===== src/rtl/uart_pkg.sv =====
// uart_pkg: state encoding, default line constants and baud divider derivation shared by the UART blocks
package uart_pkg;

    typedef enum logic [2:0] {
        IDLE,
        START,
        DATA,
        STOP,
        WAIT_IDLE
    } uart_state_t;

    localparam int DEFAULT_CLK_FREQ_HZ   = 12_000_000;
    localparam int DEFAULT_BAUD_RATE_BPS = 9600;

    // Cycles per bit, or half of that for the mid-start-bit sample point.
    function automatic int baud_div(input int clk_hz, input int baud_bps, input bit half);
        return half ? (clk_hz / baud_bps) / 2 : clk_hz / baud_bps;
    endfunction

endpackage


===== src/rtl/uart_bit_timer.sv =====
// uart_bit_timer: free-running bit timer giving a one-cycle tick at the half-bit or full-bit point
module uart_bit_timer #(
    parameter int BIT_COUNT  = 1250,
    parameter int HALF_COUNT = 625
) (
    input  logic ice_clk,
    input  logic reset,
    input  logic restart,
    input  logic half,
    output logic tick
);

    localparam int W = $clog2(BIT_COUNT);
    localparam logic [W-1:0] BIT_LAST  = W'(BIT_COUNT - 1);
    localparam logic [W-1:0] HALF_LAST = W'(HALF_COUNT - 1);

    logic [W-1:0] cnt;

    assign tick = cnt == (half ? HALF_LAST : BIT_LAST);

    // Count cycles within a bit; wrap to zero on every tick so the count never passes BIT_COUNT-1.
    always_ff @(posedge ice_clk or posedge reset) begin
        if (reset)
            cnt <= '0;
        else
            cnt <= (restart || tick) ? '0 : cnt + 1'b1;
    end

endmodule


===== src/rtl/uart_rx.sv =====
// uart_rx: 8N1-style UART receiver with single-entry valid/ready holding buffer and error pulses
module uart_rx
    import uart_pkg::*;
#(
    parameter int CLK_FREQ_HZ   = DEFAULT_CLK_FREQ_HZ,
    parameter int BAUD_RATE_BPS = DEFAULT_BAUD_RATE_BPS,
    parameter int DATA_BITS     = 8,
    parameter int STOP_BITS     = 1
) (
    input  logic                 ice_clk,
    input  logic                 reset,
    input  logic                 rxd_sync,
    output logic [DATA_BITS-1:0] rx_data,
    output logic                 rx_valid,
    input  logic                 rx_ready,
    output logic                 frame_err,
    output logic                 overrun,
    output logic                 busy
);

    localparam int BIT_COUNT  = baud_div(CLK_FREQ_HZ, BAUD_RATE_BPS, 1'b0);
    localparam int HALF_COUNT = baud_div(CLK_FREQ_HZ, BAUD_RATE_BPS, 1'b1);
    localparam logic [3:0] DATA_LAST = 4'(DATA_BITS - 1);
    localparam logic [3:0] STOP_LAST = 4'(STOP_BITS - 1);

    if (BIT_COUNT < 4) begin : g_bit_count_chk
        $error("uart_rx: BIT_COUNT must be at least 4");
    end
    if (DATA_BITS < 5 || DATA_BITS > 8) begin : g_data_bits_chk
        $error("uart_rx: DATA_BITS must be 5..8");
    end
    if (STOP_BITS < 1 || STOP_BITS > 2) begin : g_stop_bits_chk
        $error("uart_rx: STOP_BITS must be 1 or 2");
    end

    uart_state_t          state, state_n;
    logic [3:0]           idx, idx_n;
    logic [DATA_BITS-1:0] shift, shift_n;
    logic                 commit, ferr, tick, load;

    uart_bit_timer #(
        .BIT_COUNT (BIT_COUNT),
        .HALF_COUNT(HALF_COUNT)
    ) u_timer (
        .ice_clk(ice_clk),
        .reset  (reset),
        .restart(state == IDLE),
        .half   (state == START),
        .tick   (tick)
    );

    assign load = commit && (!rx_valid || rx_ready);

    // Frame sequencing: next state, bit index, shift register and end-of-frame events.
    always_comb begin
        state_n = state;
        idx_n   = idx;
        shift_n = shift;
        commit  = 1'b0;
        ferr    = 1'b0;
        case (state)
            IDLE: begin
                idx_n = '0;
                if (!rxd_sync) state_n = START;
            end
            START: if (tick) state_n = rxd_sync ? IDLE : DATA;
            DATA: if (tick) begin
                shift_n = {rxd_sync, shift[DATA_BITS-1:1]};
                idx_n   = (idx == DATA_LAST) ? '0 : idx + 1'b1;
                if (idx == DATA_LAST) state_n = STOP;
            end
            STOP: if (tick) begin
                idx_n = idx + 1'b1;
                if (!rxd_sync) begin
                    ferr    = 1'b1;
                    state_n = WAIT_IDLE;
                end else if (idx == STOP_LAST) begin
                    commit  = 1'b1;
                    state_n = IDLE;
                end
            end
            WAIT_IDLE: if (rxd_sync) state_n = IDLE;
            default: state_n = IDLE;
        endcase
    end

    // Register FSM state, datapath, holding buffer and single-cycle status pulses.
    always_ff @(posedge ice_clk or posedge reset) begin
        if (reset) begin
            state     <= IDLE;
            idx       <= '0;
            shift     <= '0;
            rx_data   <= '0;
            rx_valid  <= 1'b0;
            frame_err <= 1'b0;
            overrun   <= 1'b0;
            busy      <= 1'b0;
        end else begin
            state     <= state_n;
            idx       <= idx_n;
            shift     <= shift_n;
            rx_data   <= load ? shift : rx_data;
            rx_valid  <= load || (rx_valid && !rx_ready);
            frame_err <= ferr;
            overrun   <= commit && rx_valid && !rx_ready;
            busy      <= state_n != IDLE;
        end
    end

endmodule

===== config.mk =====
export PLATFORM = sky130hd
export DESIGN_NAME = uart_rx
export DESIGN_NICKNAME = d
export VERILOG_FILES = /design/src/rtl/uart_pkg.sv /design/src/rtl/uart_bit_timer.sv /design/src/rtl/uart_rx.sv
export SDC_FILE = /design/constraint.sdc
export NUM_CORES = 1
export LEC_CHECK = 0
export CORE_UTILIZATION = 45
export DETAILED_ROUTE_END_ITERATION = 8
export HOLD_SLACK_MARGIN = 0.06
export SETUP_SLACK_MARGIN = 0.3
export SLEW_MARGIN = 20
export SYNTH_ARGS = -nofsm -noshare
export SYNTH_HDL_FRONTEND = slang
export SYNTH_SLANG_ARGS = --single-unit

===== constraint.sdc =====
create_clock -name ice_clk -period 5.9 [get_ports ice_clk]
set_input_delay 1.18 -clock ice_clk [delete_from_list [all_inputs] [get_ports ice_clk]]
set_output_delay 1.18 -clock ice_clk [all_outputs]
set_load 0.05 [all_outputs]

* Yosys cells after proc, flatten, opt, wreduce, memory -nomap -nowiden
Index checks and enable logic that the tools add are counted.
Storage, ports and cells: input bits 4, flip-flop bits (word level) 38
Cells by class: muxes and demuxes 23, add/sub/neg operators 2, equality and inequality tests 8, reductions and logical operators 15
Operators with widths (number):
- $mux W3 | 8
- $mux W11 | 2
- $pmux W3 S5 | 1
- $mux W4 | 3
- $pmux W4 S3 | 1
- $add A11 B1 Y11 const B | 1
- $eq A11 B11 Y1 | 1
- $mux W1 | 7
- $eq A3 B2 Y1 const B | 2
- $reduce_bool A3 Y1 | 2
- $add A4 B1 Y4 const B | 1
- $eq A4 B3 Y1 const B | 1
- $logic_and A1 B1 Y1 | 4
- $logic_not A4 Y1 | 1
- $ne A2 B1 Y1 const B | 2
- $eq A3 B1 Y1 const B | 1
- $eq A3 B3 Y1 const B | 1
- $logic_not A3 Y1 | 1
- $logic_or A1 B1 Y1 | 3
- $reduce_and A3 Y1 | 1
- $logic_not A1 Y1 | 2
- $mux W2 | 1
- $reduce_and A2 Y1 | 1

* Logic depth before layout (Yosys ltp)
depth in word-level cells 7, mapped depth 8, gate-level depth less buffers 7

* Hierarchy
Synthesis repeated with hierarchy kept, for this count alone.
Second synthesis, totals: cell total of the unflattened synthesis 163, area total of the unflattened synthesis 1911.8 µm²
By module, submodules not included:
- uart_rx | instances 1, seq. area each 675.6 µm², cells an instance 102, area an instance 1252.5 µm²
- uart_bit_timer | instances 1, seq. area each 275.3 µm², cells an instance 61, area an instance 659.4 µm²

* Worst setup path before layout
Ideal clock, no wire load.
path type flip-flop to flip-flop, start register u_timer.cnt[1], end register rx_data[0], cell stages (with the launch flop) 7, clock period less this slack 2.278 ns, data required time 5.775 ns, arrival 2.154 ns, slack 3.622 ns, path through dfrtp_1 > or4_4 > nor4_4 > nand3_1 > nor2b_1 > buf_4 > mux2_2
Between the ends: longest elaborated chain between the ends 4
RTL lines:
- start, declared | line uart_bit_timer.sv:17 | logic [W-1:0] cnt;
- start signal, assigned | line uart_bit_timer.sv:26 | cnt <= (restart || tick) ? '0 : cnt + 1'b1;
- $eq A11 B11 Y1 | line uart_bit_timer.sv:19 | assign tick = cnt == (half ? HALF_LAST : BIT_LAST);
- $mux W1 | line uart_rx.sv:72 | STOP: if (tick) begin
- $mux W1 | line uart_rx.sv:61 | case (state)
- $logic_and A1 B1 Y1 | line uart_rx.sv:52 | assign load = commit && (!rx_valid || rx_ready);
- end signal, assigned | line uart_rx.sv:102 | rx_data <= load ? shift : rx_data;
- end, declared | line uart_rx.sv:13 | output logic [DATA_BITS-1:0] rx_data,
No other way between the ends. A chain may end at the register's enable or synchronous reset.

* Worst setup path in the final report
start register u_timer.cnt[1], end register rx_data[2]
The elaborated chain is that of the path after synthesis.

==> load_flow_metrics.sql <==
INSERT INTO impl_metrics (metric_group, metric, value, unit) VALUES
('outcome', 'run_status', 'completed', ''),
('sta', 'max_slew_margin_vs_limit', '0.559', ''),
('pwr', 'switching_share', '0.280', ''),
('yosys', 'synth.yosys.warnings', '0', ''),
('die', 'row_count', '22', ''),
('clock_tree', 'ctsHoldBuffers', '0', ''),
('clock_tree', 'worst_setup_hold_path_clk_slew', '0.07', 'ns'),
('drt', 'avgViaCountPerCell', '5.19', ''),
('final_layout', 'multi_input_combinational_cell_area', '763', 'um2'),
('place', 'dp_slack', '2.86', 'ns'),
('place', 'globalplace.congestion', '0.794', ''),
('sta', 'report.final.hold_viol_count', '0', ''),
('drt', 'drc', '0', ''),
('global_routing', 'grt_util_all_layers', '0.167', ''),
('final_layout', 'seq_area', '951', 'um2'),
('die', 'die_width', '64.7', 'um'),
('sta', 'worst_slack', '3.08', 'ns'),
('yosys', 'synthTopCellsByArea', 'dfrtp_1, mux2_2, nor2_1', ''),
('die', 'initial_util', '0.476', ''),
('final_layout', 'antenna_cells_inserted', '0', ''),
('die', 'pin_count', '16', ''),
('place', 'io_buffers', '15', ''),
('final_layout', 'fin_nets', '180', ''),
('clock_tree', 'cts_tree', 'done', ''),
('sta', 'unrepaired_setup_endpoints_after_global_routing', 'no', ''),
('clock_tree', 'clkLatencyLatePin', '0.29', 'ns'),
('sta', 'worst_clock_skew', '0.00627', 'ns'),
('yosys', 'ys_ff_latch', '38', ''),
('yosys', 'postSynthNetCount', '163', ''),
('global_routing', 'grt_pass1_vias', '1185', ''),
('critical_path', 'cp_data_required_time', '6.07', 'ns'),
('yosys', 'netlist_area', '1770', 'um2'),
('die', 'floorplan.die_area', '4180', 'um2'),
('global_routing', 'grt_busiest_layer', 'met2', ''),
('die', 'core_area', '3720', 'um2'),
('drt', 'wl_cell', '13.1', 'um'),
('pwr', 'net-switching-power', '179', 'uW'),
('pwr', 'p_per_area', '310', 'nW/um2'),
('run', 'drv.max_cap_violation_count', '0', ''),
('pwr', 'total_leakage_power', '0.939', 'nW'),
('yosys', 'yosysUniqueCellTypes', '39', ''),
('final_layout', 'nFillCells', '343', ''),
('critical_path', 'timing.reg2reg.worst_path_depth', '5', ''),
('global_routing', 'largest_net_degree_at_the_start_of_global_routing', '39', ''),
('pwr', 'combPwrFrac', '0.177', ''),
('yosys', 'synth.avg_cell_area', '11.3', 'um2'),
('yosys', 'synth_area_leader', 'dfrtp_1', ''),
('critical_path', 'worst-endpoint-arrival', '2.99', 'ns'),
('critical_path', 'crit_path_start_kind', 'flop', ''),
('sta', 'worst_pin_slew', '0.660', 'ns'),
('critical_path', 'crit_path_max_fanout', '9', ''),
('pwr', 'ir_drop', '0.000150', 'V'),
('clock_tree', 'ctsResizeCount', '0', ''),
('global_routing', 'global_route_track_usage_on_met3', '0.0528', ''),
('yosys', 'synthDominantCellAreaShare', '0.538', ''),
('clock_tree', 'cts_root_buffer_type', 'clkbuf_8', ''),
('global_routing', 'grt_first_pass_wirelength', '5230', 'um'),
('place', 'dp_hpwl', '2090', 'um'),
('clock_tree', 'clock_path_buffers', '2', ''),
('drt', 'finalWirelength', '2890', 'um'),
('critical_path', 'critical_path.endpoint_type', 'flop', ''),
('sta', 'fmaxAchievable', '355', 'MHz'),
('final_layout', 'design_area', '2070', 'um2'),
('pwr', 'clkPwrFrac', '0.347', ''),
('sta', 'post-route-min-period', '2.82', 'ns'),
('final_layout', 'postLayoutCoreUtil', '0.556', ''),
('place', 'placed_cell_area', '1950', 'um2'),
('clock_tree', 'postCtsSetupRepairBufs', '0', ''),
('drt', 'detailed_routing_iterations_pass_1', '4', ''),
('min_path', 'min_delay_path_depth', '1', ''),
('pwr', 'flop_pwr_share', '0.476', '');
==> metrics by stage <==
| step | std cells | total power [mW] | hold WS, ns |
|---|---|---|---|
| 2_1_floorplan | 156 | 0.400 | 0.475 |
| 3_3_place_gp | 214 | 0.420 | 0.484 |
| 3_5_place_dp | 214 | 0.424 | 0.498 |
| 4_1_cts | 221 | 0.648 | 0.516 |
| 5_1_grt | 221 | 0.677 | 0.538 |
| 6_report | 221 | 0.640 | 0.510 |
==> power by group through the flow <==
stage / Clock [mW] / Sequential (mW) / Combinational (mW)
after CTS: 0.228 / 0.304 / 0.115
after global routing: 0.240 / 0.309 / 0.129
after floorplan: 0 / 0.306 / 0.0944
after global placement: 0 / 0.308 / 0.112
final: 0.222 / 0.305 / 0.113
after detailed placement: 0 / 0.309 / 0.115
==> synthesized netlist by cell type <==
| library cell | count |
|---|---|
| nor3b_1 | 1 |
| a32oi_1 | 1 |
| nor4_1 | 1 |
| a21oi_2 | 1 |
| and2_1 | 2 |
| inv_1 | 6 |
| nand3b_1 | 2 |
| nand2_1 | 8 |
| o21ai_0 | 2 |
| a211oi_1 | 1 |
| xnor2_1 | 3 |
| mux2_2 | 16 |
| nor3_1 | 1 |
| a21oi_1 | 1 |
| nand3_1 | 7 |
| nor4_4 | 1 |
| dfrtp_1 | 38 |
| o31ai_1 | 4 |
| and4_1 | 1 |
| mux2i_1 | 1 |
| a211o_1 | 1 |
| nand4_1 | 2 |
| nor2b_1 | 6 |
| ha_1 | 3 |
| nand2b_1 | 4 |
| buf_4 | 2 |
| o2111ai_1 | 1 |
| buf_2 | 1 |
| clkbuf_1 | 3 |
| nor4_2 | 1 |
| a31oi_1 | 1 |
| nor2_1 | 21 |
| or3b_1 | 1 |
| o22a_1 | 1 |
| o31a_1 | 1 |
| xor2_1 | 6 |
| or4_4 | 1 |
| or3b_2 | 1 |
| a2111oi_0 | 1 |
==> per-layer routing <==
layer  vias to the layer above  routed length (um)
li1                        568                   -
met1                       558                1340
met2                        15                1420
met3                         6                  80
met4                         0                  51
met5                         -                   0
==> cell type report <==
| type | instances | area share |
|---|---|---|
| Sequential cell | 38 | 0.460 |
| Multi-Input combinational cell | 106 | 0.369 |
| Timing Repair Buffer | 16 | 0.0763 |
| Clock buffer | 6 | 0.0400 |
| Tap cell | 48 | 0.0291 |
| Clock inverter | 1 | 0.0145 |
| Inverter | 6 | 0.0109 |
==> final timing paths <==
path / startpoint / endpoint / slack, ns
worst max register to register: u_timer.cnt[1]$_DFF_PP0_ / rx_data[2]$_DFFE_PP0P_ / 3.08
worst min register to register: rx_data[3]$_DFFE_PP0P_ / rx_data[3]$_DFFE_PP0P_ / 0.51
min in group asynchronous: reset / shift[4]$_DFFE_PP0P_ / 1.29
worst max-delay path: u_timer.cnt[1]$_DFF_PP0_ / rx_data[2]$_DFFE_PP0P_ / 3.08
worst min-delay path: rx_data[3]$_DFFE_PP0P_ / rx_data[3]$_DFFE_PP0P_ / 0.51
max in group asynchronous: reset / rx_data[3]$_DFFE_PP0P_ / 4.29
==> placed cells by master, fill, tap and decap left out, types with 2 or more instances in the layout <==
master and count:
o31ai_1 4, ha_1 3, xor2_1 6, nor2b_1 6, nand3_1 7, nand2_1 8, nor2_1 21, nand3b_1 2
inv_1 6, clkdlybuf4s50_1 15, mux2_2 16, o21ai_0 2, dfrtp_1 38, xnor2_1 3, nand2b_1 4, and2_1 2
clkbuf_8 6, nand4_1 2
==> kinds of logic after synthesis <==
group                    count (synthesis)  share of synthesized area
AND/OR/NAND/NOR                         61                      0.190
multiplexers                            17                      0.108
AO/OA/AOI/OAI                           16                     0.0679
buffers and inverters                   12                     0.0304
adder cells (fa/ha/maj)                  3                     0.0212
flip-flops                              38                      0.538
XOR/XNOR                                 9                     0.0446
==> sequential cells by signal (all words and copies together) (netlist names) <==
register	cells
shift	8
rx_valid	1
busy	1
state	3
u_timer.cnt	11
rx_data	8
idx	4
frame_err	1
overrun	1
==> worst max-delay path, stage by stage, from the launching register on <==
cell and delay (ns):
dfrtp_1 0.41, or4_4 0.59, nor4_4 0.53, nand3_1 0.20
nor2b_1 0.57, mux2_2 0.41
No activity file was read; power rests on OpenSTA's default activity.
==> edit, RTL diff (config.mk and constraints unchanged) <==
Encoding of `uart_state_t`: now one-hot (5 bits for 5 states).
--- a/src/rtl/uart_pkg.sv
+++ b/src/rtl/uart_pkg.sv
@@ -1,12 +1,12 @@
 // uart_pkg: state encoding, default line constants and baud divider derivation shared by the UART blocks
 package uart_pkg;
 
-    typedef enum logic [2:0] {
-        IDLE,
-        START,
-        DATA,
-        STOP,
-        WAIT_IDLE
+    typedef enum logic [4:0] {
+        IDLE      = 5'b00001,
+        START     = 5'b00010,
+        DATA      = 5'b00100,
+        STOP      = 5'b01000,
+        WAIT_IDLE = 5'b10000
     } uart_state_t;
 
     localparam int DEFAULT_CLK_FREQ_HZ   = 12_000_000;
Behaviour: no difference found for any inputs over 10 cycles, from zero or initial values and one cycle with reset high; not proved beyond that.
==> edit against the original RTL <==
Setup slack improved by 160 ps; routed wire length is 23% higher; total power shrank 0.63%; cell area increased by 5.8%; synthesized cell count grew 7.7%; sequential cell count up 2; synthesized area up 7.0%; sequential share of layout area is 0.18 points lower; clock power shrank 18%; core utilization is 1.3 points lower; final cell count increased by 8.1%; critical endpoint is now rx_data[7].
==> edit: results (changes against the original RTL) <==
The flow ran to the end, and the final reports show no timing, DRC or antenna violations. The maximum resistive drop on vdd came to 0.000144 V (-4.2%). The global router's overall resource usage is 0.182 (+0.0148). The largest fanout on the critical path came out at 11 (+2). The total congestion overflow was 0 (unchanged). The number of instances in the placed design came out at 231 (+7.9%). The detailed-route wire length is 3.55 mm (+23%). The startpoint identified for the worst register-to-register timing path is state[3]. The worst reg2reg path depth came out at 5 (unchanged).

The number of instances resized during post-cts repair came out at 0 (unchanged). The number of buffers added on ports is 15 (unchanged). The via count normalized by instance count is 5.57 (+7.3%).

The root buffer cell chosen for the clock tree is sky130_fd_sc_hd__clkbuf_8. The maximum number of pins on one net before global-route repair is 41 (+5.1%). The critical path starts at rxd_sync.

The global-route wire length before repair came out at 6.00 mm (+15%). The worst stage delay on the critical path was 700 ps (+110 ps). The depth of the worst hold-timing path came out at 1 (unchanged).

The slowest stage of the critical path is the sky130_fd_sc_hd__clkdlybuf4s50_1 cell. The static leakage power is 0.976 nW (+4.0%). Ranked by total cell area, the synthesized netlist is headed by sky130_fd_sc_hd__dfrtp_1 (52%), sky130_fd_sc_hd__mux2_2 (10%), sky130_fd_sc_hd__nor2_1 (3.6%).

The count of inserted antenna diode cells is 0 (unchanged). The count of TritonRoute iterations in the first routing pass came to 4 (unchanged). The register-to-register setup slack was 3520 ps (+440 ps). The top cell family by delay on the critical path is buffers and inverters. In this run the most critical hold path is launched from shift[0]. The number of different library cells in the post-synthesis netlist is 46 (+18%). The number of buffers on the longest clock path came to 2 (unchanged). The slew at the pin with the worst max-slew slack came out at 621 ps (-39.7 ps). In this run the critical register-to-register path is captured at rx_data[7]. The net total in the final layout is 195 (+8.3%). The via total after detailed routing is 1,331 (+16%).

By count the netlist is led by sky130_fd_sc_hd__dfrtp_1 (39), sky130_fd_sc_hd__nor2_1 (18), sky130_fd_sc_hd__mux2_2 (17). The number of clock buffers inserted by TritonCTS is 5 (unchanged). The final RePlAce weighted congestion came out at 0.865 (+8.9%). The post-place instance area is 2100 sq um (+7.3%).

The synthesized netlist net count came out at 175 (+7.4%). The detailed placer's ending HPWL is 2.55 mm (+22%). The post-CTS setup buffer count is 0 (unchanged). The proportion of layout cells with a drive suffix above 1 is 0.164 (-0.00361). The clock latency reported for the late side of the worst-skew pair came out at 280 ps. The instance count of the mapped netlist is 168 (+7.7%).

The worst path arrival time is 2830 ps (-160 ps). The total of warnings raised by yosys is 0 (unchanged). The count of fill cells added during filler insertion came to 365 (+6.4%). The portion of the post-synthesis area used by sequential elements is 0.530 (-0.00810). The pre-CTS setup slack came out at 2960 ps (+96.8 ps). The clock skew came out at 7.35 ps (+1.09 ps). The number of DRC violations after detailed-routing iteration 0 is 122 (+97%). The worst hold path terminates at rx_data[0].

The worst hold slack across all endpoints came out at 501 ps (-8.65 ps).
[edit: cell count changes in the layout (fill, tap and decap cells not counted), sizes merged, moves of 3 or more]
cell,unedited run,this run
o22ai,0,3
o21ai,2,6
nand2,8,11
or3,0,3
o31ai,4,1
nor2b,6,2
nor3,1,5
[edit: cell type report]
| class | count | area, sq um | area share |
|---|---|---|---|
| multi-input cells | 118 | 848 | 0.388 |
| repair buffers | 16 | 158 | 0.0721 |
| flip-flops and latches | 40 | 1000 | 0.458 |
| well taps | 50 | 62.6 | 0.0286 |
| inverters | 7 | 26.3 | 0.0120 |
| clock buffers | 8 | 90.1 | 0.0412 |
[edit: how the worst max path moves through the flow]
stage	end	slack [ps]
final	rx_data[7]	3240
after global routing	rx_data[1]	3160
after floorplan	rx_data[0]	3710
after global placement	rx_data[4]	3010
after CTS	rx_data[0]	3250
after detailed placement	rx_data[5]	2960
[edit: where the power goes]
part           switching, W  internal (W)  leakage [nW]
clock             0.0000858     0.0000953        0.0455
combinational     0.0000792     0.0000506         0.381
sequential        0.0000285      0.000297         0.550
total              0.000193      0.000443         0.976
[edit: kinds of logic after synthesis]
family / share of synthesized area
AOI/OAI and AO/OA: 0.0933
xor gates and xnor gates: 0.0417
adders and majority gates: 0.0198
buffers and inverters: 0.0218
DFF: 0.530
muxes: 0.106
and+or+nand+nor: 0.187
[edit: per-layer routing]
metal | vias to the layer above | wire, microns | part of all wire | GRT usage
met1 | 669 | 1660 | 0.47 | 0.243
li1 | 644 | - | - | -
met2 | 16 | 1770 | 0.50 | 0.290
met4 | 0 | 17 | 0.0048 | 0.0638
met3 | 2 | 93 | 0.026 | 0.0394
met5 | - | 0 | 0 | 0
